<file path="src/rtl/demux_dispatch.sv">
// demux_dispatch: fans one valid/ready word stream out to LANES one-entry lane registers,
// steering each word by explicit select (mode 0) or by a strict round-robin pointer (mode 1).
module demux_dispatch #(
   parameter int WIDTH = 16,
   parameter int LANES = 4,
   parameter int SEL_W = 2
) (
   input  logic                   clk,
   input  logic                   reset,
   input  logic                   mode,
   input  logic                   in_valid,
   output logic                   in_ready,
   input  logic [WIDTH-1:0]       in_data,
   input  logic [SEL_W-1:0]       in_sel,
   output logic [LANES-1:0]       out_valid,
   input  logic [LANES-1:0]       out_ready,
   output logic [LANES*WIDTH-1:0] out_data,
   output logic [SEL_W-1:0]       rr_ptr,
   output logic [15:0]            xfer_count
);

   logic [LANES-1:0]       valid_q, valid_d;
   logic [LANES*WIDTH-1:0] data_q, data_d;
   logic [SEL_W-1:0]       rr_ptr_q, rr_ptr_d;
   logic [15:0]            xfer_count_q, xfer_count_d;
   logic [SEL_W-1:0]       target_s;
   logic                   accept_s;

   // Target lane and input handshake; a lane draining this cycle can take a new word.
   always_comb begin
      if (mode) begin
         target_s = rr_ptr_q;
      end else begin
         target_s = in_sel;
      end
      in_ready = !valid_q[target_s] || out_ready[target_s];
      accept_s = in_valid && in_ready;
   end

   // Per-lane next state: a load wins over a drain, data is kept after a drain.
   always_comb begin
      valid_d = valid_q;
      data_d  = data_q;
      for (int i = 0; i < LANES; i++) begin
         if (accept_s && (target_s == SEL_W'(i))) begin
            valid_d[i]               = 1'b1;
            data_d[i*WIDTH +: WIDTH] = in_data;
         end else if (valid_q[i] && out_ready[i]) begin
            valid_d[i] = 1'b0;
         end else begin
            valid_d[i] = valid_q[i];
         end
      end
   end

   // Round-robin pointer advances only on accepts made in round-robin mode.
   always_comb begin
      if (accept_s) begin
         xfer_count_d = xfer_count_q + 16'd1;
         if (mode) begin
            rr_ptr_d = rr_ptr_q + SEL_W'(1);
         end else begin
            rr_ptr_d = rr_ptr_q;
         end
      end else begin
         xfer_count_d = xfer_count_q;
         rr_ptr_d     = rr_ptr_q;
      end
   end

   // State registers.
   always_ff @(posedge clk or posedge reset) begin
      if (reset) begin
         valid_q      <= {LANES{1'b0}};
         data_q       <= {(LANES*WIDTH){1'b0}};
         rr_ptr_q     <= {SEL_W{1'b0}};
         xfer_count_q <= 16'd0;
      end else begin
         valid_q      <= valid_d;
         data_q       <= data_d;
         rr_ptr_q     <= rr_ptr_d;
         xfer_count_q <= xfer_count_d;
      end
   end

   assign out_valid  = valid_q;
   assign out_data   = data_q;
   assign rr_ptr     = rr_ptr_q;
   assign xfer_count = xfer_count_q;

endmodule

</file>
<file path="config.mk">
export PLATFORM = sky130hd
export DESIGN_NAME = demux_dispatch
export DESIGN_NICKNAME = d
export VERILOG_FILES = /design/src/rtl/demux_dispatch.sv
export SDC_FILE = /design/constraint.sdc
export NUM_CORES = 1
export LEC_CHECK = 0
export BUFFER_PORTS_ARGS = -buffer_cell sky130_fd_sc_hd__buf_2
export CAP_MARGIN = 40
export CORE_ASPECT_RATIO = 1.5
export CORE_UTILIZATION = 54
export DETAILED_ROUTE_END_ITERATION = 10
export HOLD_SLACK_MARGIN = 0.02
export PLACE_DENSITY_LB_ADDON = 0.05
export SLEW_MARGIN = 20
export SYNTH_ARGS = -nofsm -noshare
export SYNTH_HDL_FRONTEND = slang
export SYNTH_SLANG_ARGS = --single-unit
</file>
<file path="constraint.sdc">
create_clock -name clk -period 5.8 [get_ports clk]
set_input_delay 0.58 -clock clk [delete_from_list [all_inputs] [get_ports clk]]
set_output_delay 0.58 -clock clk [all_outputs]
set_load 0.02 [all_outputs]
</file>
==> results.md <==
* FMAX at 0.4052 GHz
* GRT Overall Usage at 22.16%
* Outcome: complete, no violations
* Synth Area in Compound Gates at 0.5762%
* Setup violators final at 0
* Vias at 2241
* Vias per cell at 5.261
* Resized Gates After CTS at 0
* H-tree lvl count at 3
* Setup_tns at 0 ps
* Area of the multi-input gates at 1267 um^2
* CP Launch Type: flop
* Post-synth EDFFs at 0
* Crit path to: in_ready
* Dpl hpwl at 4855 um
* Vias in the first global route at 2208
* LEAKAGE at 2.120 nW
* Die area at 6766 um^2
* Worst-path fanout max at 6
* Clock Pin Slew Worst Setup and Hold Paths at 90 ps
* RSZ-0062 raised after global routing: false
* First-pass GRT wire length at 10850 um
* TritonRoute pass-1 iters at 4
* Num CTS Buffers at 9
* Critical Path RT at 5220 ps
* Combinational power share at 42.8%
* CTS max path bufs at 2
* Cells after Synth at 228
* CTS tree: built
* Post-CTS Hold Fix Bufs at 0
* Reg power frac at 41.8%
* Post-Synth Adder-Cell Area at 0.3601%
* Cell area after synthesis at 3475 um^2
* Relative slew slack at 55.04%
* Post-Synth XOR/XNOR Area at 4.501%
* Buffers on Ports at 112
* Final wirelength at 6905 um
* Largest net degree at the start of global routing at 49
* # IOs at 113
* Clock period minus worst slack at 2468 ps
* Asr flop ratio synth at 100.0%
* Data arrival, critical path at 1890 ps
* Total congestion overflow at 0
* Dominant synthesized flop cell: dfrtp_1
* Ratio of cells with drive above 1 in the final layout at 58.52%
* Clock Skews at 12.00 ps
* #FFs+latches synth at 86
* Mapped Nets at 255
* Final period util at 42.55%
* Met1 usage at 26.84%
* Most Crowded Layer GR: met2
* Antenna viol nets, final at 0
* Area share of the largest cell type after synthesis at 61.94%
* Post-synthesis simple-gate area fraction at 8.426%
* Mapped Avg Cell Area at 15.24 um^2
* Clock latency on the worst-skew pair at 350 ps
* Final Hold Fails at 0
* Initial antenna violation count at 0
* Classification of the worst-slack hold path: primary input to asynchronous set/reset pin
* Power Internal at 1.451 mW
* Initial Utilization at 56.27%
* Sw frac at 40.29%
* Die height at 100.2 um
* Met2 GRT Util at 36.25%
* Non-Filler Instances at 426
* Post-DP Area at 4113 um^2
* Postcts setup bufs at 0
* Flop-to-flop setup slack at 3600 ps
* Final Wtd Congestion at 0.7622
* Critical Path Source: rr_ptr[1]
* R2R cell count at 3
* P&R area growth vs syn at 23.33%
* Post-synth cell types at 28
* Root Driver: clkbuf_8
* Max_cap viols at 0
* Post-DR wirelength/cell at 16.21 um
* Clock share of power at 15.4%
* Synth warnings at 0
* Dpl cells at 410
* Register area share after synthesis at 61.94%
* Register area at 2152 um^2
* Mux share of post-synthesis cell area at 22.61%
* Fillcell total at 466
* Most numerous cell in the Yosys netlist: dfrtp_1
* Row Count at 35
* Leading area contributor after synthesis: dfrtp_1
* Horiz. Die Dim at 67.50 um
* Post-synth top cells: dfrtp_1, mux2_2, xnor2_1
* Critical path class: flop to output port
* Tightest Pin Transition at 672.9 ps
* Worst VDD drop at 0.3483 mV
* Drt first-iter violations at 101
* Inserted Diodes at 0
* Nets at 374
* GR Util met3 at 6.818%
* Clock sink count at 86
* Net Sw Power at 979.1 uW
* Post-route cell area at 4285 um^2
* Max Slew Vio Count at 0
* Core footprint at 6175 um^2
* DRC at 0
* CP endpoint kind: output port
* Main combinational cell family by area after synthesis: multiplexers
* Reg-to-reg endpoint: out_data[15]
* Pwr/cell area at 567.0 nW/um^2
* FF-to-FF Start: rr_ptr[0]
* Ranking of synthesized cells by area: dfrtp_1, mux2_2, xnor2_1
==> sequential cells by signal, summed over array words and instances, names as in the netlist <==
register    cells
out_data       64
xfer_count     16
out_valid       4
rr_ptr          2
==> layout make-up <==
type,count,area share [%]
Sequential cell,86,50.22
Clock inverter,7,1.139
Clock buffer,9,2.891
Tap cell,74,2.161
Multi-Input combinational cell,135,29.58
Timing Repair Buffer,114,13.90
Inverter,1,0.1168
==> critical path: stages (launching register included) <==
cell	delay, ps
dfrtp_1	420
mux2i_2	390
mux2i_1	430
mux2i_1	120
buf_2	180
==> power by group through the flow <==
stage | combinational, mW | clock (mW) | sequential, mW
final | 1.04 | 0.374 | 1.02
after global routing | 1.10 | 0.413 | 1.05
after CTS | 1.05 | 0.387 | 1.02
after detailed placement | 1.05 | 0 | 1.03
after global placement | 1.03 | 0 | 1.02
after floorplan | 0.368 | 0 | 1.34
==> cell usage in the layout, fill, tap and decap left out, types with 2 or more instances in the layout <==
| cell | Yosys | routed |
|---|---|---|
| clkbuf_8 | 0 | 9 |
| xor2_1 | 2 | 2 |
| and3_1 | 5 | 5 |
| nand3_1 | 4 | 4 |
| xnor2_1 | 14 | 14 |
| inv_6 | 0 | 2 |
| mux2_2 | 65 | 65 |
| buf_2 | 2 | 112 |
| clkinv_2 | 0 | 4 |
| mux2i_1 | 4 | 4 |
| dfrtp_1 | 86 | 86 |
| nand3_2 | 3 | 3 |
| nand2b_1 | 6 | 6 |
| nand2_1 | 12 | 12 |
| nand4_1 | 5 | 5 |
| nor2_1 | 3 | 3 |
==> logic make-up after synthesis <==
group,Yosys count
compound gates,1
xor+xnor,17
fa+ha+maj,1
buf+inv,7
flops,86
mux,70
simple gates,46
==> layer usage <==
metal | part of all wire, % | vias to the layer above
met2 | 50 | 70
met4 | 1.4 | 0
li1 | - | 1042
met3 | 5.6 | 8
met5 | 0 | -
met1 | 43 | 1121
==> worst min-delay path by stage <==
stage                         startpoint        endpoint  depth (start not counted)
after global routing               reset    out_data[29]                          3
after detailed placement  xfer_count[15]  xfer_count[15]                          1
after floorplan           xfer_count[15]  xfer_count[15]                          1
final                              reset   xfer_count[4]                          3
after CTS                          reset  xfer_count[15]                          3
after global placement    xfer_count[15]  xfer_count[15]                          1
==> through the flow <==
stage	hold slack [ps]	setup slack (ps)	utilization [%]	power (mW)
floorplan	581.0	2998	-	1.713
global placement	455.5	3310	66.16	2.049
detailed placement	470.8	3211	66.61	2.081
CTS	350.4	3316	69.40	2.457
global route	396.4	3224	69.40	2.565
finish	340.6	3332	69.40	2.430
(Power assumes the default switching activity.)
